## config.mk

```make
export PLATFORM = sky130hd
export DESIGN_NAME = fwd_scoreboard
export DESIGN_NICKNAME = d
export VERILOG_FILES = /design/src/rtl/fwd_pkg.sv /design/src/rtl/fwd_match.sv /design/src/rtl/fwd_scoreboard.sv
export SDC_FILE = /design/constraint.sdc
export NUM_CORES = 1
export LEC_CHECK = 0
export ABC_AREA = 0
export BUFFER_PORTS_ARGS = -buffer_cell sky130_fd_sc_hd__buf_2
export CORE_MARGIN = 2
export CORE_UTILIZATION = 35
export DETAILED_ROUTE_END_ITERATION = 8
export RECOVER_POWER = 100
export SLEW_MARGIN = 20
export SYNTH_ARGS = -nofsm -noshare
export SYNTH_HDL_FRONTEND = slang
export SYNTH_SLANG_ARGS = --single-unit
```

## constraint.sdc

```tcl
create_clock -name clk_i -period 1.85 [get_ports clk_i]
set_clock_uncertainty 0.1 [all_clocks]
set_input_delay 0.0925 -clock clk_i [delete_from_list [all_inputs] [get_ports clk_i]]
set_output_delay 0.0925 -clock clk_i [all_outputs]
set_load 0.02 [all_outputs]
```

## src/rtl/fwd_pkg.sv

```systemverilog
// Shared types and helpers for the forwarding scoreboard.
// Optional statistics counters are enabled with FWD_STATS_EN.
package fwd_pkg;

  // Register index width that the scoreboard entry layout is built around.
  localparam int unsigned FWD_REG_AW = 5;

  // A select value of zero means the operand comes from the register file.
  localparam int unsigned SEL_RF = 0;

  typedef struct packed {
    logic                  valid;
    logic [FWD_REG_AW-1:0] rd;
    logic                  is_load;
  } fwd_entry_t;

  function automatic int unsigned sel_width(input int unsigned depth);
    return $clog2(depth + 1);
  endfunction

endpackage

```

## src/rtl/fwd_match.sv

```systemverilog
// Per-operand priority match of one source register against the forwardable stages.
// Returns the producer's stage as seen in the consumer's EX cycle.
module fwd_match
  import fwd_pkg::*;
#(
  parameter int unsigned REG_AW     = 5,
  parameter int unsigned DEPTH      = 3,
  parameter int unsigned LOAD_READY = 3,
  parameter int unsigned SELW       = 2
) (
  input  logic [REG_AW-1:0]  rs_i,
  // Stages 1..DEPTH-1; stage DEPTH is writing back and never forwards.
  input  fwd_entry_t [DEPTH-2:0] entries_i,
  output logic [SELW-1:0]    sel_o,
  output logic               load_nr_o
);

  always_comb begin
    sel_o     = SELW'(SEL_RF);
    load_nr_o = 1'b0;
    // Walk oldest to youngest so the youngest match is the one left standing.
    for (int j = int'(DEPTH) - 1; j >= 1; j--) begin
      if (entries_i[j-1].valid && (rs_i != '0) &&
          (entries_i[j-1].rd == FWD_REG_AW'(rs_i))) begin
        sel_o     = SELW'(j + 1);
        load_nr_o = entries_i[j-1].is_load && ((j + 1) < int'(LOAD_READY));
      end
    end
  end

endmodule

```

## src/rtl/fwd_scoreboard.sv

```systemverilog
// Forwarding and load-use hazard scoreboard for the in-order integer pipeline.
// Define FWD_STATS_EN to add saturating stall/forward statistics counters.
module fwd_scoreboard
  import fwd_pkg::*;
#(
  parameter int unsigned REG_AW     = 5,
  parameter int unsigned NSRC       = 2,
  parameter int unsigned DEPTH      = 3,
  parameter int unsigned LOAD_READY = 3,
  localparam int unsigned SELW      = sel_width(DEPTH)
) (
  input  logic                   clk_i,
  input  logic                   rst_n_i,
  input  logic                   issue_valid_i,
  input  logic                   issue_wen_i,
  input  logic                   issue_load_i,
  input  logic [REG_AW-1:0]      issue_rd_i,
  input  logic [NSRC*REG_AW-1:0] issue_rs_i,
  input  logic                   stall_i,
  input  logic                   flush_i,
  output logic [NSRC*SELW-1:0]   fwd_sel_o,
  output logic                   hazard_stall_o
`ifdef FWD_STATS_EN
  ,
  output logic [31:0]            stall_cnt_o,
  output logic [31:0]            fwd_cnt_o
`endif
);

  // Stage DEPTH only retires, so only stages 1..DEPTH-1 need to be held.
  localparam int unsigned NTRACK = DEPTH - 1;

  fwd_entry_t [NTRACK-1:0] entries_q, entries_d;
  fwd_entry_t              new_entry;
  logic [NSRC*SELW-1:0]    sel_comb, fwd_sel_d, fwd_sel_q;
  logic [NSRC-1:0]         load_nr;
  logic                    bubble;

  for (genvar n = 0; n < NSRC; n++) begin : g_src
    fwd_match #(
      .REG_AW     (REG_AW),
      .DEPTH      (DEPTH),
      .LOAD_READY (LOAD_READY),
      .SELW       (SELW)
    ) u_match (
      .rs_i      (issue_rs_i[n*REG_AW +: REG_AW]),
      .entries_i (entries_q),
      .sel_o     (sel_comb[n*SELW +: SELW]),
      .load_nr_o (load_nr[n])
    );
  end

  always_comb begin
    hazard_stall_o = issue_valid_i & ~flush_i & (|load_nr);
    bubble         = hazard_stall_o | flush_i | ~issue_valid_i;

    new_entry = '0;
    if (!bubble && issue_wen_i && (issue_rd_i != '0)) begin
      new_entry.valid   = 1'b1;
      new_entry.rd      = FWD_REG_AW'(issue_rd_i);
      new_entry.is_load = issue_load_i;
    end

    entries_d = entries_q;
    fwd_sel_d = fwd_sel_q;
    if (!stall_i) begin
      for (int i = int'(NTRACK) - 1; i >= 1; i--) begin
        entries_d[i] = entries_q[i-1];
      end
      entries_d[0] = new_entry;
      fwd_sel_d    = bubble ? '0 : sel_comb;
    end
  end

  always_ff @(posedge clk_i or negedge rst_n_i) begin
    if (!rst_n_i) begin
      entries_q <= '0;
      fwd_sel_q <= '0;
    end else begin
      entries_q <= entries_d;
      fwd_sel_q <= fwd_sel_d;
    end
  end

  assign fwd_sel_o = fwd_sel_q;

`ifdef FWD_STATS_EN
  logic [31:0] stall_cnt_d, stall_cnt_q;
  logic [31:0] fwd_cnt_d, fwd_cnt_q;
  logic [31:0] fwd_inc;
  logic [32:0] fwd_sum;

  always_comb begin
    fwd_inc = '0;
    if (!stall_i && !bubble) begin
      for (int n = 0; n < int'(NSRC); n++) begin
        if (sel_comb[n*SELW +: SELW] != '0) fwd_inc = fwd_inc + 32'd1;
      end
    end
    fwd_sum   = {1'b0, fwd_cnt_q} + {1'b0, fwd_inc};
    fwd_cnt_d = fwd_sum[32] ? '1 : fwd_sum[31:0];

    stall_cnt_d = stall_cnt_q;
    if (hazard_stall_o && !stall_i && (stall_cnt_q != '1)) begin
      stall_cnt_d = stall_cnt_q + 32'd1;
    end
  end

  always_ff @(posedge clk_i or negedge rst_n_i) begin
    if (!rst_n_i) begin
      stall_cnt_q <= '0;
      fwd_cnt_q   <= '0;
    end else begin
      stall_cnt_q <= stall_cnt_d;
      fwd_cnt_q   <= fwd_cnt_d;
    end
  end

  assign stall_cnt_o = stall_cnt_q;
  assign fwd_cnt_o   = fwd_cnt_q;
`endif

endmodule

```

==> flow_metrics.env, run 1 <==
export IMPL_yosys_warnings=0
export IMPL_diodes=0
export IMPL_crit_family="simple AND/OR/NAND/NOR gates"
export IMPL_slowest_delay_ns=0.45
export IMPL_combPwrFrac_pct=18.5
export IMPL_rows=19
export IMPL_synth_top_cell_area_share_pct=42.7
export IMPL_synth_area_leaders="dfrtp_1 43%, xnor2_1 11%, o21ai_2 8.8%"
export IMPL_synth_largest_area_cell="dfrtp_1"
export IMPL_cts_sinks=17
export IMPL_fmax_ghz=0.500
export IMPL_reg2reg_from="entries_q[4]"
export IMPL_dr_pass1_iters=4
export IMPL_grt_pass1_vias=916
export IMPL_crit_path_max_fanout=4
export IMPL_critPathCaptureType="output pin"
export IMPL_power_switching_w=0.000190
export IMPL_grt_pass1_wl_mm=3.93
export IMPL_reg2reg_to="fwd_sel_o[3]"
export IMPL_clk_path_buf_depth=2
export IMPL_clk_pin_slew_ns=0.10
export IMPL_final_cell_area_um2=1410
export IMPL_mappedNetlistArea_um2=996
export IMPL_maxSlewViolCount=0
export IMPL_start_util_pct=36.4
export IMPL_dr_first_iter_drc_count=11
export IMPL_power_clock_fraction_pct=26.5
export IMPL_ant_nets=0
export IMPL_drv_cap=0
export IMPL_cp_num_cells=7
export IMPL_reg2reg_slack_ns=0.13
export IMPL_hold_depth=3
export IMPL_startpoint="entries_q[4]"
export IMPL_worst_pin_slew_ns=0.901
export IMPL_violations="negative setup slack"
export IMPL_wl_per_cell_um=13.1
export IMPL_place_inst=158
export IMPL_cp_arrival_ns=1.81
export IMPL_cts_max_level=1
export IMPL_synth_common_cells="17 x dfrtp_1, 12 x nand2_1, 12 x xnor2_1"
export IMPL_wl_mm=2.34
export IMPL_nNetsFinal=170
export IMPL_rsz0062_at_grt="yes"
export IMPL_dieArea_um2=3290
export IMPL_grt_max_degree=19
export IMPL_synth_distinct_cells=19
export IMPL_reg2regPathDepth=8
export IMPL_syn_num_nets=120
export IMPL_pin_count=27
export IMPL_fin_crit_sh_pct=108
export IMPL_cts_root_buf="clkbuf_4"
export IMPL_ys_seq_area_share_pct=42.7
export IMPL_endpoint="hazard_stall_o"
export IMPL_yosys_most_used_dff="dfrtp_1"
export IMPL_ys_ff_latch=17
export IMPL_drc=0
export IMPL_hold_viol_final=0
export IMPL_drive_gt1_share_pct=41.5
export IMPL_fin_cells=178
export IMPL_worst_path_buf_inv=2
export IMPL_power_density_nw_per_um2=515
export IMPL_postPlaceCellArea_um2=1190
export IMPL_overflow=0
export IMPL_ys_async_sr_fraction_pct=100
export IMPL_seq_area_um2=428
export IMPL_avgSynthCellArea_um2=10.2
export IMPL_cp_required_ns=1.66
export IMPL_peakVddDrop_mv=0.333
export IMPL_hpwl_mm=1.66
export IMPL_slowest_stage="dfrtp_1"
export IMPL_crit_chain="xnor2_1 > nand4_1 > nor4_2 > buf_4 > o21a_1 > and3b_2 > buf_6"
export IMPL_numPortBuffers=26
export IMPL_synth_edf_count=0
export IMPL_p_leak_nw=0.628
export IMPL_worst_setup_path_start_kind="flip-flop"
export IMPL_crit_type="flip-flop to output pin"
export IMPL_place_congestion=0.854
export IMPL_die_y_um=57.3
export IMPL_synth_most_common_cell="dfrtp_1"
export IMPL_cts_buffers=3
export IMPL_vias=909
export IMPL_synthCells=98
export IMPL_area_growth_pct=41.7
export IMPL_fin_ws_ns=-0.151
export IMPL_outcome="finished, violations left"
export IMPL_min_path_type="input port to flip-flop"
export IMPL_internal_power_w=0.000537
export IMPL_power_w=0.000727
export IMPL_p_sw_share_pct=26.1
export IMPL_cts_tree="done"
export IMPL_relSlewSlack_pct=39.9
export IMPL_multi_input_area_um2=577
export IMPL_setup_viol=1
export IMPL_power_frac_seq_pct=55.0
export IMPL_period_needed_ns=2.00
export IMPL_insertion_delay_ns=0.28
export IMPL_gr_usage_all_layers_pct=15.2
export IMPL_vias_per_cell=5.11
export IMPL_die_w_um=57.3
export IMPL_antenna_found_initial=0
export IMPL_coreArea_um2=2730
export IMPL_nFillCells=253
logic make-up (layout without fill, tap and decap cells):
logic type	count (synthesis)	after routing	synth area share, %
compound gates	14	14	11.1
xor+xnor	20	20	17.6
buf+inv	4	53	2.26
flops	17	17	42.7
mux	6	6	6.78
simple gates	37	37	19.6
how the worst min path moves through the flow:
| stage | start | end | slack, ns |
|---|---|---|---|
| after floorplan | rst_n_i | entries_q[0] | -0.30 |
| after global placement | rst_n_i | entries_q[5] | -0.07 |
| after detailed placement | rst_n_i | entries_q[11] | -0.07 |
| after CTS | stall_i | fwd_sel_o[2] | 0.1 |
| after global routing | stall_i | fwd_sel_o[0] | 0.11 |
| final | stall_i | fwd_sel_o[2] | 0.12 |
power groups by stage:
stage / sequential [W] / combinational (W) / clock (W)
detailed placement: 0.000407 / 0.000111 / 0
global placement: 0.000406 / 0.000108 / 0
finish: 0.000400 / 0.000135 / 0.000193
CTS: 0.000399 / 0.000129 / 0.000209
floorplan: 0.000403 / 0.0000571 / 0
global route: 0.000402 / 0.000147 / 0.000218
registers in the layout, summed over array words and instances, names as in the netlist:
signal	flops
entries_q	13
fwd_sel_o	4
layout make-up:
type | count | share of cell area, %
clock inverter | 1 | 0.355
sequential | 17 | 30.3
tap | 31 | 2.75
timing repair buffer | 49 | 24.1
clock buffer | 3 | 1.60
multi-input combinational | 77 | 40.9
tightest hold or removal path, stage by stage:
cell and delay, ns:
buf_2 0.22, nand2_1 0.11, o21ai_2 0.05
routing by layer:
| metal | GRT usage [%] | wire, µm |
|---|---|---|
| met5 | 0 | 0 |
| met4 | 5.98 | 19 |
| met3 | 0.907 | 91 |
| met2 | 27.4 | 1240 |
| met1 | 18.9 | 984 |
what timing repair did:
action	in CTS	in global routing
resized for setup	5	3
gates cloned	0	0
setup endpoints to repair	1	1
hold buffers	13	0
buffers inserted	1	2
hold endpoints to repair	24	0
pin swaps	0	1
cells in the final DEF, fill, tap and decap left out:
cell / synthesis / routed
dlygate4sd3_1: 0 / 13
xor2_1: 8 / 8
buf_4: 0 / 10
nand3_1: 6 / 6
or4_1: 2 / 2
o21ai_2: 10 / 10
nand2_1: 12 / 12
o21ai_0: 3 / 3
dfrtp_1: 17 / 15
nand3b_1: 2 / 2
dfrtp_2: 0 / 2
clkbuf_4: 0 / 3
nor3b_1: 1 / 1
nor4_1: 4 / 2
nor4_4: 0 / 1
mux2_2: 6 / 6
o21a_1: 1 / 1
nor3_1: 1 / 1
nor2_1: 3 / 3
nor4_2: 0 / 1
buf_6: 1 / 1
nand4_1: 5 / 5
clkinv_2: 0 / 1
xnor2_1: 12 / 11
clkbuf_1: 3 / 1
xnor2_2: 0 / 1
and3b_2: 1 / 1
buf_2: 0 / 24
stage by stage:
stage / setup TNS (ns) / utilization [%] / worst slack, ns / hold WS (ns)
CTS: -0.177 / 50.5 / -0.177 / 0.0987
global placement: 0 / 43.7 / 0.0313 / -0.0694
detailed placement: 0 / 43.7 / 0.0364 / -0.0656
global route: -0.243 / 51.6 / -0.243 / 0.110
finish: -0.151 / 51.6 / -0.151 / 0.117
floorplan: 0 / - / 0.319 / -0.303
Note: power is estimated with default switching activity, not from simulation.
==> inputs of run 2 (changes only) <==
Settings changed: BUFFER_PORTS_ARGS -buffer_cell sky130_fd_sc_hd__buf_2 to -buffer_cell sky130_fd_sc_hd__buf_4.
==> run 2 against run 1 <==
The flow still finishes with violations (negative setup slack). Clock-buffer cell count unchanged. Largest cell class unchanged. Total power increased by 2.7%. Register-to-register slack got worse by 0.04 ns. Cell count stayed put. Global-route usage rose by 0.54 points. Sequential share of layout area shrank 1.2 points. Die area is the same. Utilization increased by 2.0 points. Maximum frequency is 0.18% higher. Hold slack worse by 0.071 ns. Wire length fell by 1.3%.
==> flow_metrics.env, run 2 (synthesized netlist as in run 1, its figures left out) <==
export IMPL_power_frac_seq_pct=53.4
export IMPL_start_util_pct=36.4
export IMPL_power_clock_fraction_pct=27.2
export IMPL_cp_arrival_ns=1.80
export IMPL_drv_cap=0
export IMPL_crit_type="flip-flop to output pin"
export IMPL_p_sw_share_pct=26.6
export IMPL_fin_crit_sh_pct=108
export IMPL_slowest_stage="dfrtp_2"
export IMPL_crit_family="simple AND/OR/NAND/NOR gates"
export IMPL_diodes=0
export IMPL_cts_tree="done"
export IMPL_drive_gt1_share_pct=38.8
export IMPL_combPwrFrac_pct=19.4
export IMPL_die_y_um=57.3
export IMPL_p_leak_nw=0.631
export IMPL_layout_common_cells="26 x buf_4, 16 x dfrtp_1, 13 x dlygate4sd3_1, 12 x nand2_1, 11 x xnor2_1"
export IMPL_worst_path_buf_inv=1
export IMPL_coreArea_um2=2730
export IMPL_dr_pass1_iters=3
export IMPL_final_setup_tns_ns=-0.147
export IMPL_wl_per_cell_um=13.0
export IMPL_violations="negative setup slack"
export IMPL_largest_register_ffs=13
export IMPL_final_util_pct=53.6
export IMPL_vias_per_cell=5.10
export IMPL_rows=19
export IMPL_clk_path_buf_depth=2
export IMPL_clk_pin_slew_ns=0.10
export IMPL_hpwl_mm=1.63
export IMPL_min_path_type="input port to flip-flop"
export IMPL_gr_usage_all_layers_pct=15.8
export IMPL_cts_sinks=17
export IMPL_nNetsFinal=170
export IMPL_area_growth_pct=47.2
export IMPL_grt_pass1_wl_mm=3.91
export IMPL_rsz0062_at_grt="yes"
export IMPL_setup_viol=1
export IMPL_overflow=0
export IMPL_wl_mm=2.31
export IMPL_pin_count=27
export IMPL_power_switching_w=0.000198
export IMPL_power_density_nw_per_um2=509
export IMPL_worst_setup_path_start_kind="flip-flop"
export IMPL_die_w_um=57.3
export IMPL_crit_path_max_fanout=4
export IMPL_crit_chain="xnor2_1 > nand4_1 > nor4_4 > o21a_4 > and3b_2 > buf_6"
export IMPL_worst_pin_slew_ns=0.908
export IMPL_fin_ws_ns=-0.147
export IMPL_insertion_delay_ns=0.30
export IMPL_dr_first_iter_drc_count=7
export IMPL_vias=908
export IMPL_maxSlewViolCount=0
export IMPL_period_needed_ns=2.00
export IMPL_critPathCaptureType="output pin"
export IMPL_mostFrequentLayoutCell="buf_4"
export IMPL_drc=0
export IMPL_dieArea_um2=3290
export IMPL_seq_area_um2=427
export IMPL_hold_viol_final=0
export IMPL_relSlewSlack_pct=39.4
export IMPL_fmax_ghz=0.501
export IMPL_grt_pass1_vias=919
export IMPL_slowest_delay_ns=0.47
export IMPL_ant_nets=0
export IMPL_outcome="finished, violations left"
export IMPL_cts_max_level=1
export IMPL_internal_power_w=0.000549
export IMPL_cp_required_ns=1.66
export IMPL_numPortBuffers=26
export IMPL_cts_root_buf="clkbuf_4"
export IMPL_antenna_found_initial=0
export IMPL_peakVddDrop_mv=0.327
export IMPL_cts_buffers=3
export IMPL_top_register="entries_q"
export IMPL_grt_max_degree=19
export IMPL_multi_input_area_um2=584
export IMPL_nFillCells=246
export IMPL_place_congestion=0.856
-- run 2: cell count changes in the layout (fill, tap and decap cells not counted), sizes merged --
cell,previous run,this run
buf,35,28
clkbuf,4,11
-- run 2: routing by layer --
| metal | global-route usage (%) | up-vias | wire, µm |
|---|---|---|---|
| li1 | - | 445 | - |
| met4 | 10.6 | 0 | 46 |
| met2 | 26.5 | 22 | 1180 |
| met1 | 19.2 | 437 | 1010 |
| met3 | 1.13 | 4 | 77 |
| met5 | 0 | - | 0 |
-- run 2: metrics by stage --
step           worst slack (ns)  std cells  hold slack (ns)  area [µm²]  power [W]
5_1_grt                  -0.251        178           0.0440        1470   0.000795
4_1_cts                  -0.212        178           0.0349        1470   0.000753
3_5_place_dp            -0.0198        157           -0.133        1250   0.000528
3_3_place_gp            -0.0205        157           -0.132        1250   0.000526
2_1_floorplan             0.319         98           -0.303         996   0.000460
6_report                 -0.147        178           0.0464        1470   0.000747
-- run 2: timing repair --
item / CTS / global route
gates resized for setup: 5 / 3
hold buffers: 13 / 0
pin swaps: 5 / 1
endpoints found under the setup margin: 1 / 11
buffers inserted: 4 / 0
endpoints found under the hold margin: 24 / 0
-- run 2: path summary, 6_finish.rpt --
kind	slack, ns	start	depth (start not counted)	end
setup reg to reg	0.09	entries_q[4]	7	entries_q[2]
max in group asynchronous	0.70	rst_n_i	2	entries_q[4]
setup / recovery	-0.15	entries_q[4]	6	hazard_stall_o
min in group asynchronous	0.34	rst_n_i	2	entries_q[3]
hold / removal	0.05	stall_i	3	entries_q[5]
hold reg to reg	0.40	fwd_sel_o[1]	2	fwd_sel_o[1]
-- run 2: final cells by class --
class	instances	share of cell area (%)
flip-flops and latches	17	29.1
multi-input cells	77	39.8
clock inverters	1	0.341
repair buffers	49	26.5
well taps	31	2.65
clock buffers	3	1.54
-- run 2: power by group through the flow --
stage	Combinational, W	Clock [W]	Sequential (W)
after floorplan	0.0000571	0	0.000403
after global placement	0.000120	0	0.000406
after detailed placement	0.000122	0	0.000406
after CTS	0.000144	0.000210	0.000399
after global routing	0.000159	0.000235	0.000401
final	0.000145	0.000203	0.000399
-- run 2: worst min-delay path: stages --
cell     delay (ns)
buf_4          0.18
nand2_1        0.10
o21ai_2        0.04
==> inputs of run 3 (changes only) <==
Settings changed: CELL_PAD_IN_SITES_DETAIL_PLACEMENT from default to 1, CELL_PAD_IN_SITES_GLOBAL_PLACEMENT from default to 2, CORE_UTILIZATION 35 to 31, PLACE_DENSITY_LB_ADDON from default to 0.1.
==> run 3 against run 2 <==
The flow still finishes with violations (negative setup slack). Die area up 12%. Hold slack better by 0.0045 ns. Utilization down 3.5 points. First-iteration DRC count rose to 2.7 times the previous value.
==> flow_metrics.env, run 3 (synthesized netlist as in run 1, its figures left out) <==
export IMPL_outcome="finished, violations left"
export IMPL_violations="negative setup slack"
export IMPL_crit_family="simple AND/OR/NAND/NOR gates"
export IMPL_insertion_delay_ns=0.29
export IMPL_numPortBuffers=26
export IMPL_reg2reg_from="entries_q[1]"
export IMPL_cp_required_ns=1.66
export IMPL_fin_crit_sh_pct=108
export IMPL_overflow=0
export IMPL_multi_input_area_um2=587
export IMPL_cts_sinks=17
export IMPL_place_congestion=0.806
export IMPL_cp_arrival_ns=1.81
export IMPL_drv_cap=0
export IMPL_power_switching_w=0.000198
export IMPL_preCtsSetupSlack_ns=-0.0491
export IMPL_hpwl_mm=1.95
export IMPL_peakVddDrop_mv=0.186
export IMPL_cts_max_level=1
export IMPL_worst_setup_path_start_kind="flip-flop"
export IMPL_wl_mm=2.64
export IMPL_min_path_type="input port to flip-flop"
export IMPL_combPwrFrac_pct=19.7
export IMPL_grt_busiest_layer="met2"
export IMPL_nNetsFinal=172
export IMPL_mostFrequentLayoutCell="buf_4"
export IMPL_maxSlewViolCount=0
export IMPL_layout_common_cells="32 x buf_4, 14 x dfrtp_1, 14 x dlygate4sd3_1, 12 x nand2_1, 11 x o21ai_2"
export IMPL_wl_per_cell_um=13.7
export IMPL_area_growth_pct=53.6
export IMPL_relSlewSlack_pct=35.3
export IMPL_grt_pass1_vias=1013
export IMPL_postPlaceCellArea_um2=1280
export IMPL_clk_path_buf_depth=2
export IMPL_worst_pin_slew_ns=0.971
export IMPL_cp_num_cells=6
export IMPL_seq_area_um2=429
export IMPL_crit_type="flip-flop to output pin"
export IMPL_final_util_pct=50.1
export IMPL_cts_tree="done"
export IMPL_rsz0062_at_grt="yes"
export IMPL_power_clock_fraction_pct=27.1
export IMPL_period_needed_ns=2.00
export IMPL_gr_usage_all_layers_pct=17.5
export IMPL_die_y_um=60.7
export IMPL_crit_chain="xor2_1 > nor4_2 > buf_4 > o21a_1 > and3b_2 > buf_6"
export IMPL_clk_pin_slew_ns=0.10
export IMPL_internal_power_w=0.000555
export IMPL_slowest_stage="dfrtp_1"
export IMPL_cts_root_buf="clkbuf_4"
export IMPL_reg2reg_to="entries_q[2]"
export IMPL_p_sw_share_pct=26.3
export IMPL_pin_count=27
export IMPL_fmax_ghz=0.499
export IMPL_largest_register_ffs=13
export IMPL_fin_cells=193
export IMPL_hold_viol_final=0
export IMPL_dr_first_iter_drc_count=19
export IMPL_fin_ws_ns=-0.152
export IMPL_slowest_delay_ns=0.46
export IMPL_worst_hold_slack_ns=0.0509
export IMPL_grtUsageMet3_pct=2.56
export IMPL_antenna_found_initial=0
export IMPL_power_frac_seq_pct=53.2
export IMPL_dr_pass1_iters=2
export IMPL_nFillCells=362
export IMPL_diodes=0
export IMPL_power_density_nw_per_um2=492
export IMPL_coreArea_um2=3050
export IMPL_cts_buffers=3
export IMPL_grt_pass1_wl_mm=4.66
export IMPL_setup_viol=1
export IMPL_final_cell_area_um2=1530
export IMPL_drive_gt1_share_pct=43.6
export IMPL_worst_path_buf_inv=2
export IMPL_place_inst=172
export IMPL_vias_per_cell=4.78
export IMPL_ant_nets=0
export IMPL_endpoint="hazard_stall_o"
export IMPL_startpoint="entries_q[1]"
export IMPL_grt_max_degree=19
export IMPL_critPathCaptureType="output pin"
export IMPL_reg2regPathDepth=8
export IMPL_drc=0
export IMPL_met1_usage_pct=22.3
export IMPL_p_leak_nw=0.664
export IMPL_dieArea_um2=3680
export IMPL_reg2reg_slack_ns=0.05
export IMPL_top_register="entries_q"
export IMPL_vias=923
export IMPL_start_util_pct=32.6
export IMPL_crit_path_max_fanout=4
export IMPL_gr_usage_met2_pct=29.6
export IMPL_die_w_um=60.7
export IMPL_rows=20
## run 3: how the worst min path moves through the flow
| stage | from | end | slack, ns | cells past startpoint |
|---|---|---|---|---|
| 6_report | stall_i | fwd_sel_o[3] | 0.05 | 3 |
| 5_1_grt | stall_i | fwd_sel_o[0] | 0.05 | 3 |
| 4_1_cts | stall_i | fwd_sel_o[2] | 0.04 | 3 |
| 3_5_place_dp | rst_n_i | entries_q[11] | -0.12 | 1 |
| 3_3_place_gp | rst_n_i | entries_q[11] | -0.13 | 1 |
| 2_1_floorplan | rst_n_i | entries_q[0] | -0.30 | 0 |
## run 3: final cells by class
cell class                      count  area share, %
Multi-Input combinational cell     77           38.3
Clock buffer                        4           1.72
Timing Repair Buffer               51           28.3
Sequential cell                    17           28.0
Tap cell                           44           3.60
## run 3: layer usage
| layer | part of all wire (%) | vias up |
|---|---|---|
| met5 | 0 | - |
| met4 | 2.1 | 0 |
| met3 | 3.1 | 5 |
| met2 | 50 | 23 |
| met1 | 45 | 447 |
| li1 | - | 448 |
## run 3: worst min-delay path: stages
cell and delay, ns:
buf_4 0.19, nand2_1 0.09, o21ai_2 0.05
## run 3: per-stage QoR
| stage | setup TNS, ns | power (W) |
|---|---|---|
| floorplan | 0 | 0.000460 |
| global placement | -0.00793 | 0.000530 |
| detailed placement | -0.0585 | 0.000535 |
| CTS | -0.218 | 0.000764 |
| global route | -1.25 | 0.000805 |
| finish | -0.152 | 0.000754 |
## run 3: power by group through the flow
stage / clock (W) / combinational [W] / sequential (W)
2_1_floorplan: 0 / 0.0000571 / 0.000403
3_3_place_gp: 0 / 0.000123 / 0.000406
3_5_place_dp: 0 / 0.000127 / 0.000407
4_1_cts: 0.000219 / 0.000145 / 0.000400
5_1_grt: 0.000236 / 0.000165 / 0.000404
6_report: 0.000204 / 0.000148 / 0.000401
## run 3: what timing repair did
action                     in CTS  in global routing
pin swaps                       0                 11
hold endpoints to repair       24                  0
setup buffers                   1                  2
hold buffers                   14                  0
setup endpoints to repair       2                 11
resized for setup               4                 11
